File: src/rtl/wdata_chan_mngr_pkg.sv
// wdata_chan_mngr_pkg: shared widths, state encodings and state decode for the write data channel manager
package wdata_chan_mngr_pkg;
  localparam int DATA_W = 32;
  localparam int MAX_BEATS = 4;
  localparam int LINE_W = DATA_W * MAX_BEATS;
  localparam int CNT_W = $clog2(MAX_BEATS);
  typedef enum logic [2:0] {
    WDAT_MIDLE = 3'b000,
    WDAT_MSEND = 3'b001,
    WDAT_MLAST = 3'b010,
    WDAT_MDEFO = 3'b111
  } wdat_state_e;
  function automatic wdat_state_e len_state(input logic [CNT_W-1:0] len);
    return len == '0 ? WDAT_MLAST : WDAT_MSEND;
  endfunction
endpackage

File: src/rtl/wdata_chan_mngr_if.sv
// wdata_chan_mngr_if: line request, AXI W channel and status signals of the write data manager
interface wdata_chan_mngr_if;
  import wdata_chan_mngr_pkg::*;
  logic wreq_valid;
  logic wreq_ready;
  logic [LINE_W-1:0] wreq_data;
  logic [CNT_W-1:0] wreq_len;
  logic wvalid;
  logic wready;
  logic [DATA_W-1:0] wdata;
  logic wlast;
  logic finish_mwd;
  logic wdat_m_busy;
  modport master(input wreq_valid, wreq_data, wreq_len, wready,
                 output wreq_ready, wvalid, wdata, wlast, finish_mwd, wdat_m_busy);
  modport slave(output wreq_valid, wreq_data, wreq_len, wready,
                input wreq_ready, wvalid, wdata, wlast, finish_mwd, wdat_m_busy);
endinterface

File: src/rtl/wdata_req_slot.sv
// wdata_req_slot: one-entry line request register with load/pop and valid/ready
module wdata_req_slot
  import wdata_chan_mngr_pkg::*;
(
  input  logic clk,
  input  logic rst,
  input  logic load,
  input  logic pop,
  input  logic [LINE_W-1:0] din_data,
  input  logic [CNT_W-1:0] din_len,
  output logic valid,
  output logic ready,
  output logic [LINE_W-1:0] data,
  output logic [CNT_W-1:0] len
);
  always_ff @(posedge clk) begin
    valid <= rst ? 1'b0 : load | (valid & ~pop);
    if (load) begin
      data <= din_data;
      len <= din_len;
    end
  end
  assign ready = ~valid;
endmodule

File: src/rtl/wdata_chan_mngr.sv
// wdata_chan_mngr: serialises 128-bit write lines into 1-4 beat AXI W bursts with one pending entry
module wdata_chan_mngr
  import wdata_chan_mngr_pkg::*;
(
  input logic clk,
  input logic rst,
  wdata_chan_mngr_if.master bus
);
  wdat_state_e state, state_nx;
  logic [LINE_W-1:0] a_data, p_data;
  logic [CNT_W-1:0] a_len, p_len, cnt;
  logic pvalid, p_ready, hs, done, acc, load_direct, pop, fin;
  assign hs = bus.wvalid & bus.wready;
  assign done = hs & bus.wlast;
  assign acc = bus.wreq_valid & bus.wreq_ready;
  assign load_direct = acc & (state == WDAT_MIDLE | (done & ~pvalid));
  assign pop = done & pvalid;
  wdata_req_slot u_pend (
    .clk(clk), .rst(rst), .load(acc & ~load_direct), .pop(pop),
    .din_data(bus.wreq_data), .din_len(bus.wreq_len),
    .valid(pvalid), .ready(p_ready), .data(p_data), .len(p_len)
  );
  always_comb begin
    state_nx = state == WDAT_MIDLE ? (load_direct ? len_state(bus.wreq_len) : WDAT_MIDLE)
             : state == WDAT_MSEND ? (hs && (cnt + 2'd1) == a_len ? WDAT_MLAST : WDAT_MSEND)
             : state == WDAT_MLAST ? (!done ? WDAT_MLAST : pop ? len_state(p_len)
                                     : load_direct ? len_state(bus.wreq_len) : WDAT_MIDLE)
             : WDAT_MDEFO;
  end
  always_ff @(posedge clk) begin
    state <= rst ? WDAT_MIDLE : state_nx;
    cnt <= rst || done ? '0 : hs ? cnt + 2'd1 : cnt;
    fin <= ~rst & done;
    if (load_direct) begin
      a_data <= bus.wreq_data;
      a_len <= bus.wreq_len;
    end else if (pop) begin
      a_data <= p_data;
      a_len <= p_len;
    end
  end
  assign bus.wreq_ready = p_ready;
  assign bus.wvalid = state == WDAT_MSEND | state == WDAT_MLAST;
  assign bus.wlast = state == WDAT_MLAST;
  assign bus.wdata = bus.wvalid ? a_data[{cnt, 5'd0} +: DATA_W] : '0;
  assign bus.finish_mwd = fin;
  assign bus.wdat_m_busy = state != WDAT_MIDLE | pvalid;
endmodule

File: src/flat_wrapper.sv
// flat-port wrapper written by rule: the top's interface ports become plain ports
module wdata_chan_mngr_flat import wdata_chan_mngr_pkg::*;
  (clk, rst, bus_wreq_valid, bus_wreq_data, bus_wreq_len, bus_wready, bus_wreq_ready, bus_wvalid, bus_wdata, bus_wlast, bus_finish_mwd, bus_wdat_m_busy);
  wdata_chan_mngr_if bus_i ();
  input logic clk;
  input logic rst;
  input wire logic [$bits(bus_i.wreq_valid)-1:0] bus_wreq_valid;
  input wire logic [$bits(bus_i.wreq_data)-1:0] bus_wreq_data;
  input wire logic [$bits(bus_i.wreq_len)-1:0] bus_wreq_len;
  input wire logic [$bits(bus_i.wready)-1:0] bus_wready;
  output wire logic [$bits(bus_i.wreq_ready)-1:0] bus_wreq_ready;
  output wire logic [$bits(bus_i.wvalid)-1:0] bus_wvalid;
  output wire logic [$bits(bus_i.wdata)-1:0] bus_wdata;
  output wire logic [$bits(bus_i.wlast)-1:0] bus_wlast;
  output wire logic [$bits(bus_i.finish_mwd)-1:0] bus_finish_mwd;
  output wire logic [$bits(bus_i.wdat_m_busy)-1:0] bus_wdat_m_busy;
  assign bus_i.wreq_valid = bus_wreq_valid;
  assign bus_i.wreq_data = bus_wreq_data;
  assign bus_i.wreq_len = bus_wreq_len;
  assign bus_i.wready = bus_wready;
  assign bus_wreq_ready = bus_i.wreq_ready;
  assign bus_wvalid = bus_i.wvalid;
  assign bus_wdata = bus_i.wdata;
  assign bus_wlast = bus_i.wlast;
  assign bus_finish_mwd = bus_i.finish_mwd;
  assign bus_wdat_m_busy = bus_i.wdat_m_busy;
  wdata_chan_mngr u_core (.clk(clk), .rst(rst), .bus(bus_i));
endmodule
File: config.mk
export PLATFORM = sky130hd
export DESIGN_NAME = wdata_chan_mngr_flat
export DESIGN_NICKNAME = d
export VERILOG_FILES = /design/src/rtl/wdata_chan_mngr_pkg.sv /design/src/rtl/wdata_chan_mngr_if.sv /design/src/rtl/wdata_req_slot.sv /design/src/rtl/wdata_chan_mngr.sv /design/src/flat_wrapper.sv
export SDC_FILE = /design/constraint.sdc
export NUM_CORES = 1
export LEC_CHECK = 0
export BUFFER_PORTS_ARGS = -buffer_cell sky130_fd_sc_hd__buf_2
export CORE_MARGIN = 3
export CORE_UTILIZATION = 50
export DETAILED_ROUTE_END_ITERATION = 10
export GPL_TIMING_DRIVEN = 0
export PLACE_DENSITY = 0.78
export SLEW_MARGIN = 40
export SYNTH_ARGS = -nofsm -noshare
export SYNTH_HDL_FRONTEND = slang
export SYNTH_SLANG_ARGS = --single-unit
File: constraint.sdc
create_clock -name clk -period 26.9 [get_ports clk]
set_clock_uncertainty 0.15 [all_clocks]
set_input_delay 4.035 -clock clk [delete_from_list [all_inputs] [get_ports clk]]
set_output_delay 4.035 -clock clk [all_outputs]
set_load 0.02 [all_outputs]
==> metrics, run 1 <==
Synth top cells by count=edfxtp_1, mux2_2, mux4_2, nor2b_1, mux2_1; vias per inst=around 5.6; Hold-fix buffers, CTS=0; Fin Setup TNS=0 ns; CP startpoint kind=register; reg2reg path depth=8; Fin Hold WS=around 0.38 ns; Post-Place Cells=approximately 1,000; nets@finish=~890; Slew Limit Fails=0; most numerous cell in the Yosys netlist=edfxtp_1; Max Used Layer=met4; setup ws final=slightly above 20 ns; dpl cell area=around 12,000 um^2; Max Fclk=150 MHz; Max clock buf depth=3; die area=23,400 um^2; Area contributors post-synth=edfxtp_1, mux2_2, mux4_2, mux2_1, nor2b_1; mean post-synth cell area=around 20 um^2; total setup buffers inserted after CTS=0; largest net degree at the start of global routing=21; worst skew pair latency=~0.52 ns; first-pass GRT wire length=36,000 um; PwrDens=about 83 nW/um^2; Starting Density=0.511; maximum VDD drop=approximately 0.000055 V; yosys warns=0; kind of critical path=register to output pin; Hold Path Sink=u_core.a_data[51]; worst r2r src=u_core.state[0]; top cell type's share of synthesized area=0.722; CP arrival=between 2 and 3 ns; met3 WL=~1400 um; hold depth=1; Critical Path RT=22.72 ns; Vias=roughly 5,800; wirelength, routed=~23,000 um; min-delay worst type=register to register; Seq cells post-synth=around 270; DRT iter0 DRCs=400; Row Count=53; antenna viol nets, final=0; ys async rst share=0; Residual DRC=0; core area=21,200 um^2; slew margin rel.=0.464; Clock Tree Root=clkbuf_16; Setup WS pre-CTS=roughly 20 ns; FILL cells=1,469; final-report setup violation count=0; routability cong.=around 0.84; Num CTS Buffers=27; most common flop cell mapped by yosys=edfxtp_1; met2 wire length=~12,000 um; hold wc startpoint=u_core.u_pend.data[51]; Synth area leader=edfxtp_1; Pre-antenna DRT Iters=5; Slew @ Worst Pin=0.804 ns; Seq/Total Area, Yosys=0.735; worst-path fanout max=10; layout cells sized above 1=0.499; vias in the first global route=~6,400; Final period util=0.249; CTS resizes=0; area grow syn2layout=21.3%; met1 wire length=9540 um; Top-Level Pins=around 170; CTS tree=yes; CTS clk-pin slew, worst paths=about 0.06 ns; I/O Buffers=170; Cells after Synth=~540; EDFF count, synth=260; unrepaired setup endpoints after global routing=no; count of final hold-check violations=0; # clock sinks=between 200 and 300; Total Routing Usage GR=0.195; Reg2Reg Capture Point=u_core.u_pend.data[77]; initial antenna violation count=3; flop-to-flop setup slack=between 20 and 25 ns; crit path time final=6.69 ns; run status=complete, no violations; Die Ht=roughly 150 um; H-tree levels=1; Core Util, Final=0.620; GR Overflow Total=0; Pleak=roughly 4.7 nW; die width=about 150 um; count of max-cap constraint violations=0; Layout Cells excl Fill=1,050; nature of the critical path endpoint=output pin; Syn Nets=between 600 and 700; Post-Syn Area=10,800 um^2; post-route cell area=~13,000 um^2; Avg WL per Cell=about 22 um; post-detail-place hpwl=around 16,000 um; Netlist cell types=33; total power draw=between 1 and 1.5 mW
-- how the worst max path moves through the flow --
stage,startpoint,to,slack (ns),cells past startpoint
3_3_place_gp,bus_wready,u_core.a_data[73],8.78,3
3_5_place_dp,bus_wready,u_core.u_pend.data[109],20.48,8
5_1_grt,u_core.cnt[1],bus_wdata[30],20.06,5
4_1_cts,u_core.cnt[1],bus_wdata[30],20.17,5
2_1_floorplan,bus_wready,u_core.a_data[0],12.69,2
6_report,u_core.cnt[1],bus_wdata[30],20.21,5
-- state kept, by name (all words and copies together), names as in the netlist --
register               cells
u_core.u_pend.valid        1
u_core.state               3
u_core.a_len               2
u_core.bus.finish_mwd      1
u_core.u_pend.data       128
u_core.cnt                 2
u_core.a_data            128
u_core.u_pend.len          2
-- layer usage --
| metal | vias to the layer above | global-route usage |
|---|---|---|
| li1 | 2583 | - |
| met1 | 2971 | 0.268 |
| met2 | 228 | 0.325 |
| met3 | 55 | 0.0351 |
| met4 | 0 | 0.0556 |
| met5 | - | 0 |
-- area by class of cell --
type,count,area [um^2],share of cell area
clock buffers,36,709,0.0541
plain buffers,28,195,0.0149
flip-flops and latches,267,7950,0.606
inverters,3,11.3,0.000858
clock inverters,14,93.8,0.00715
multi-input cells,238,2690,0.205
diodes,3,7.51,0.000572
repair buffers,186,1130,0.0860
well taps,275,344,0.0262
-- placed cells by master, fill, tap and decap left out, drive strengths merged --
master	netlist	routed
a21oi	6	6
a22o	1	1
a311oi	1	1
a31oi	2	2
and3	1	1
and3b	2	2
buf	23	209
bufinv	0	1
clkbuf	5	41
clkinv	0	11
clkinvlp	0	1
dfxtp	7	7
diode	0	3
edfxtp	260	260
inv	3	4
mux2	130	130
mux4	32	32
nand2	3	3
nand2b	4	4
nand3	1	1
nand3b	1	1
nand4	1	1
nor2	7	7
nor2b	32	32
nor3	1	1
nor3b	3	3
o21ai	4	4
o22ai	2	2
o31ai	1	1
or4	1	1
xnor2	1	1
xor2	1	1
-- logic make-up (layout without fill, tap and decap cells) --
| group | Yosys count | in the layout | synth area share |
|---|---|---|---|
| buf+inv | 31 | 267 | 0.0191 |
| simple gates | 57 | 57 | 0.0335 |
| xor+xnor | 2 | 2 | 0.00162 |
| other cells | 0 | 3 | 0 |
| flops | 267 | 267 | 0.735 |
| mux | 162 | 162 | 0.202 |
| compound gates | 17 | 17 | 0.00925 |
-- critical path, stage by stage (launching register included) --
cell and delay, ns:
dfxtp_1 0.31, buf_2 0.25, buf_1 0.65, mux4_2 0.41
nor2b_1 0.16, buf_2 0.19
-- report_power, final --
part | switching, mW | internal [mW] | leakage (nW)
combinational | 0.112 | 0.0929 | 1.82
clock | 0.150 | 0.194 | 0.391
sequential | 0.0139 | 0.528 | 2.48
total | 0.275 | 0.815 | 4.70
Power figures use the tool's default switching activity.
==> run 2: changes to the inputs <==
==> constraint.sdc (replaced) <==
create_clock -name clk -period 6.2 [get_ports clk]
set_clock_uncertainty 0.15 [all_clocks]
set_input_delay 0.93 -clock clk [delete_from_list [all_inputs] [get_ports clk]]
set_output_delay 0.93 -clock clk [all_outputs]
set_load 0.02 [all_outputs]
==> run 2 against run 1 <==
Against the previous run: highest routed layer unchanged; power increased to 4.4 times the previous value; via count decreased by 0.81%; clock-buffer cell count increased by 1; combinational power increased to 4.3 times the previous value; final cell count decreased by 0.29%; sequential share of layout area decreased by 0.26 points; first-iteration DRC count decreased by 5.8%; die area unchanged.
==> metrics, run 2 (synthesis gave the netlist of run 1 again) <==
run status=complete, no violations; Max clock buf depth=3; CTS clk-pin slew, worst paths=approximately 0.060 ns; worst-path fanout max=10; Max Fclk=281 MHz; Starting Density=0.511; area grow syn2layout=21.8%; # clock sinks=roughly 270; Slew @ Worst Pin=0.739 ns; Final period util=0.573; H-tree levels=1; Pleak=between 4 and 5 nW; most frequent cells in the layout=edfxtp_1, buf_2, mux2_2; final-report setup violation count=0; Total Routing Usage GR=0.191; biggest regs=u_core.a_data: 128 flops, u_core.u_pend.data: 128 flops, u_core.state: 3 flops; CP max-delay cell=buf_1; Row Count=53; met3 WL=~1300 um; Pre-antenna DRT Iters=5; worst skew pair latency=~0.55 ns; Num CTS Buffers=27; crit path time final=between 3 and 4 ns; met1 wire length=approximately 9400 um; CTS tree=yes; Hold-fix buffers, CTS=0; count of max-cap constraint violations=0; Residual DRC=0; met2 wire length=roughly 11,000 um; antenna viol nets, final=0; FILL cells=~1,500; slew margin rel.=0.507; CP arrival=2.48 ns; largest net degree at the start of global routing=21; vias in the first global route=about 6,300; I/O Buffers=170; total power draw=4.83 mW; Post-Place Cells=between 900 and 1,000; die width=~150 um; unrepaired setup endpoints after global routing=no; Max stage delay on crit path=slightly above 0.6 ns; post-detail-place hpwl=about 15,000 um; Clock Tree Root=clkbuf_16; CTS resizes=0; Die Ht=between 150 and 200 um; cell mode on critical path=buf_2; worst-path cell chain=buf_2 -> buf_1 -> mux4_2 -> nor2b_1 -> buf_2; kind of critical path=register to output pin; most common cell after layout, fill and taps aside=edfxtp_1; DRT iter0 DRCs=about 380; GR Overflow Total=0; layout cells sized above 1=0.507; routability cong.=0.877; die area=23,400 um^2; first-pass GRT wire length=about 35,000 um; vias per inst=5.53; maximum VDD drop=approximately 0.00026 V; Max Used Layer=met4; core area=roughly 21,000 um^2; wirelength, routed=~22,000 um; min-delay worst type=register to register; Slew Limit Fails=0; PwrDens=between 300 and 400 nW/um^2; Vias=~5,800; Top-Level Pins=171; total setup buffers inserted after CTS=0; nature of the critical path endpoint=output pin; initial antenna violation count=1; Critical Path RT=5.12 ns; nets@finish=about 890; Avg WL per Cell=~21 um; CP startpoint kind=register; Layout Cells excl Fill=1,047; count of final hold-check violations=0; Fin Hold WS=approximately 0.37 ns
-- run 2: cell types whose count changed in the layout (fill, tap and decap cells not counted), moves of 2 or more --
cell	change
clkbuf_1	-3
clkbuf_8	+4
diode_2	-2
clkinv_1	-4
-- run 2: final cells by class --
| type | instances | area (um^2) | area share |
|---|---|---|---|
| antenna | 1 | 2.50 | 0.000190 |
| buffer | 28 | 195 | 0.0148 |
| clock buffer | 37 | 753 | 0.0571 |
| clock inverter | 12 | 125 | 0.00949 |
| inverter | 3 | 11.3 | 0.000854 |
| multi-input combinational | 238 | 2690 | 0.204 |
| sequential | 267 | 7950 | 0.603 |
| tap | 275 | 344 | 0.0261 |
| timing repair buffer | 186 | 1120 | 0.0847 |
-- run 2: worst max-delay path, delay by kind of cell (launching register included) --
family,cells,cell delay (ns)
AND/OR/NAND/NOR,1,0.16
buffers and inverters,3,1.08
flip-flops,1,0.30
multiplexers,1,0.41
-- run 2: power breakdown --
| part | switching [mW] | leakage, nW | internal (mW) |
|---|---|---|---|
| registers | 0.0578 | 2.48 | 2.29 |
| clock network | 0.669 | 0.433 | 0.935 |
| logic | 0.479 | 1.82 | 0.398 |
-- run 2: routing by layer --
metal,GRT usage,vias up
met4,0.0602,0
met1,0.266,2939
met2,0.312,222
li1,-,2578
met3,0.0317,51
met5,0,-
-- run 2: final timing paths --
path                            cells past startpoint                   start                end  slack [ns]
worst max register to register                      9         u_core.state[2]  u_core.a_data[78]        3.59
worst min-delay path                                1  u_core.u_pend.data[49]  u_core.a_data[49]        0.37
worst max-delay path                                5           u_core.cnt[1]      bus_wdata[30]        2.64
worst min register to register                      1  u_core.u_pend.data[49]  u_core.a_data[49]        0.37
-- run 2: stage by stage --
step | utilization | setup WS (ns) | area [um^2] | setup TNS (ns)
2_1_floorplan | - | 0.899 | 10800 | 0
3_3_place_gp | 0.568 | -0.785 | 12000 | -149.12
3_5_place_dp | 0.582 | 2.90 | 12300 | 0
4_1_cts | 0.623 | 2.52 | 13200 | 0
5_1_grt | 0.623 | 2.54 | 13200 | 0
6_report | 0.623 | 2.64 | 13200 | 0
==> run 3: changes to the inputs <==
--- a/config.mk
+++ b/config.mk
@@ -5,6 +5,7 @@
 export SDC_FILE = /design/constraint.sdc
 export NUM_CORES = 1
 export LEC_CHECK = 0
+export ABC_AREA = 1
 export BUFFER_PORTS_ARGS = -buffer_cell sky130_fd_sc_hd__buf_2
 export CORE_MARGIN = 3
 export CORE_UTILIZATION = 50
==> constraint.sdc (replaced) <==
create_clock -name clk -period 3.6 [get_ports clk]
set_clock_uncertainty 0.15 [all_clocks]
set_input_delay 0.54 -clock clk [delete_from_list [all_inputs] [get_ports clk]]
set_output_delay 0.54 -clock clk [all_outputs]
set_load 0.02 [all_outputs]
==> run 3 against run 2 <==
Against the previous run: via count is 44% higher; clock power rose by 65%; global-route usage up 4.1 points.
==> metrics, run 3 <==
count of final hold-check violations=0; Synth area leader=edfxtp_1; Hold-fix buffers, CTS=0; worst-path cell chain=inv_2 -> nor2_2 -> nand2_1 -> nand2_1 -> clkbuf_1 -> nand2_1 -> inv_1 -> buf_2; Clock Tree Root=clkbuf_16; DRT iter0 DRCs=887; nature of the critical path endpoint=output pin; cell mode on critical path=nand2_1; worst r2r src=u_core.state[2]; unrepaired setup endpoints after global routing=no; maximum VDD drop=0.000594 V; CP arrival=2.42 ns; layout cells sized above 1=0.221; initial antenna violation count=7; H-tree levels=1; Starting Density=0.512; Slew @ Worst Pin=between 0.6 and 0.7 ns; Crit path max-delay family=buffers and inverters; worst skew pair latency=0.54 ns; Num CTS Buffers=28; worst-path fanout max=10; I/O Buffers=170; count of max-cap constraint violations=0; Final period util=0.865; CP startpoint kind=register; total setup buffers inserted after CTS=0; setup ws final=0.485 ns; largest net degree at the start of global routing=25; # clock sinks=~270; most frequent cells in the layout=nand2_1, edfxtp_1, buf_2; Synth top cells by count=nand2_1, edfxtp_1, nand3_1; CTS clk-pin slew, worst paths=about 0.060 ns; first-pass GRT wire length=approximately 44,000 um; routability cong.=between 0.8 and 0.9; hold wc startpoint=bus_wreq_data[90]; Fin Setup TNS=0 ns; Cells after Synth=1,014; Pre-antenna DRT Iters=7; Avg WL per Cell=roughly 19 um; Layout Cells excl Fill=between 1,500 and 2,000; antenna viol nets, final=0; Core Util, Final=0.622; Max clock buf depth=3; run status=complete, no violations; vias in the first global route=~8,300; Max Fclk=between 300 and 400 MHz; Total Routing Usage GR=0.232; post-detail-place hpwl=20,300 um; Critical Path RT=2.91 ns; die area=around 24,000 um^2; Syn Nets=approximately 1,100; Residual DRC=0; Post-Place Cells=1,480; total power draw=~13 mW; flop-to-flop setup slack=just over 0.8 ns; crit path time final=a little over 3 ns; vias per inst=between 5 and 6; CTS resizes=0; yosys warns=0; top cell type's share of synthesized area=0.694; Top-Level Pins=between 150 and 200; Die Ht=roughly 160 um; critical path launch point=u_core.state[1]; min-delay worst type=input port to register; EDFF count, synth=260; GR Overflow Total=0; nets@finish=roughly 1,400; Seq cells post-synth=267; Area contributors post-synth=edfxtp_1, nand2_1, nand3_1, o21ai_0, nor2_1; final-report setup violation count=0; Post-Syn Area=about 11,000 um^2; Netlist cell types=22; Vias=8,340; PwrDens=between 900 and 1000 nW/um^2; Setup WS pre-CTS=0.609 ns; Row Count=54; Slew Limit Fails=0; most numerous cell in the Yosys netlist=nand2_1; die width=around 160 um; Seq/Total Area, Yosys=0.707; CP bufs+invs=4; slew margin rel.=0.592; biggest regs=u_core.a_data: 128 flops, u_core.u_pend.data: 128 flops, u_core.state: 3 flops; CTS tree=yes; kind of critical path=register to output pin; core area=~22,000 um^2; Max stage delay on crit path=between 0.5 and 0.6 ns; Pleak=5.85 nW; most common cell after layout, fill and taps aside=nand2_1; CP max-delay cell=clkbuf_1; most common flop cell mapped by yosys=edfxtp_1; ys async rst share=0; mean post-synth cell area=11.1 um^2; area grow syn2layout=21.4%; wirelength, routed=about 29,000 um
## run 3: cell families (layout without fill, tap and decap cells)
logic type / after synthesis / in the layout / synth area share
flops: 267 / 267 / 0.707
compound gates: 105 / 105 / 0.0506
simple gates: 530 / 530 / 0.194
other cells: 0 / 5 / 0
buf+inv: 112 / 349 / 0.0481
## run 3: cell type report
cell class                 count  area, um^2
multi-input combinational    635        2770
timing repair buffer         186        1200
clock buffer                  42         795
sequential                   267        7950
clock inverter                 9        38.8
inverter                      46         176
buffer                        66         368
antenna                        5        12.5
tap                          280         350
fill                        1670        8310
## run 3: per-stage QoR
step	instance area [um^2]	hold WS [ns]
after floorplan	11300	0.337
after global placement	12500	0.342
after detailed placement	12800	0.344
after CTS	13600	0.0305
after global routing	13700	0.0292
final	13700	0.0431
## run 3: per-layer routing
layer  up-vias  global-route usage  share of wire
met1      3917               0.321           0.41
met5         -                   0        0.00094
met2       379               0.372           0.48
li1       3966                   -              -
met3        74              0.0355          0.072
met4         4              0.0917          0.036
## run 3: worst paths after layout
| kind | depth (start not counted) | endpoint |
|---|---|---|
| setup reg to reg | 13 | u_core.a_data[15] |
| hold reg to reg | 2 | u_core.a_data[83] |
| setup / recovery | 8 | bus_wdata[19] |
| hold / removal | 1 | u_core.u_pend.data[90] |
## run 3: power by group
part           leakage [nW]  internal [mW]  switching, mW  total [mW]
Sequential             2.49           4.97          0.317        5.28
Combinational          2.96           1.57           3.33        4.90
Clock                 0.408           1.51           1.12        2.64
Total                  5.85           8.05           4.77        12.8
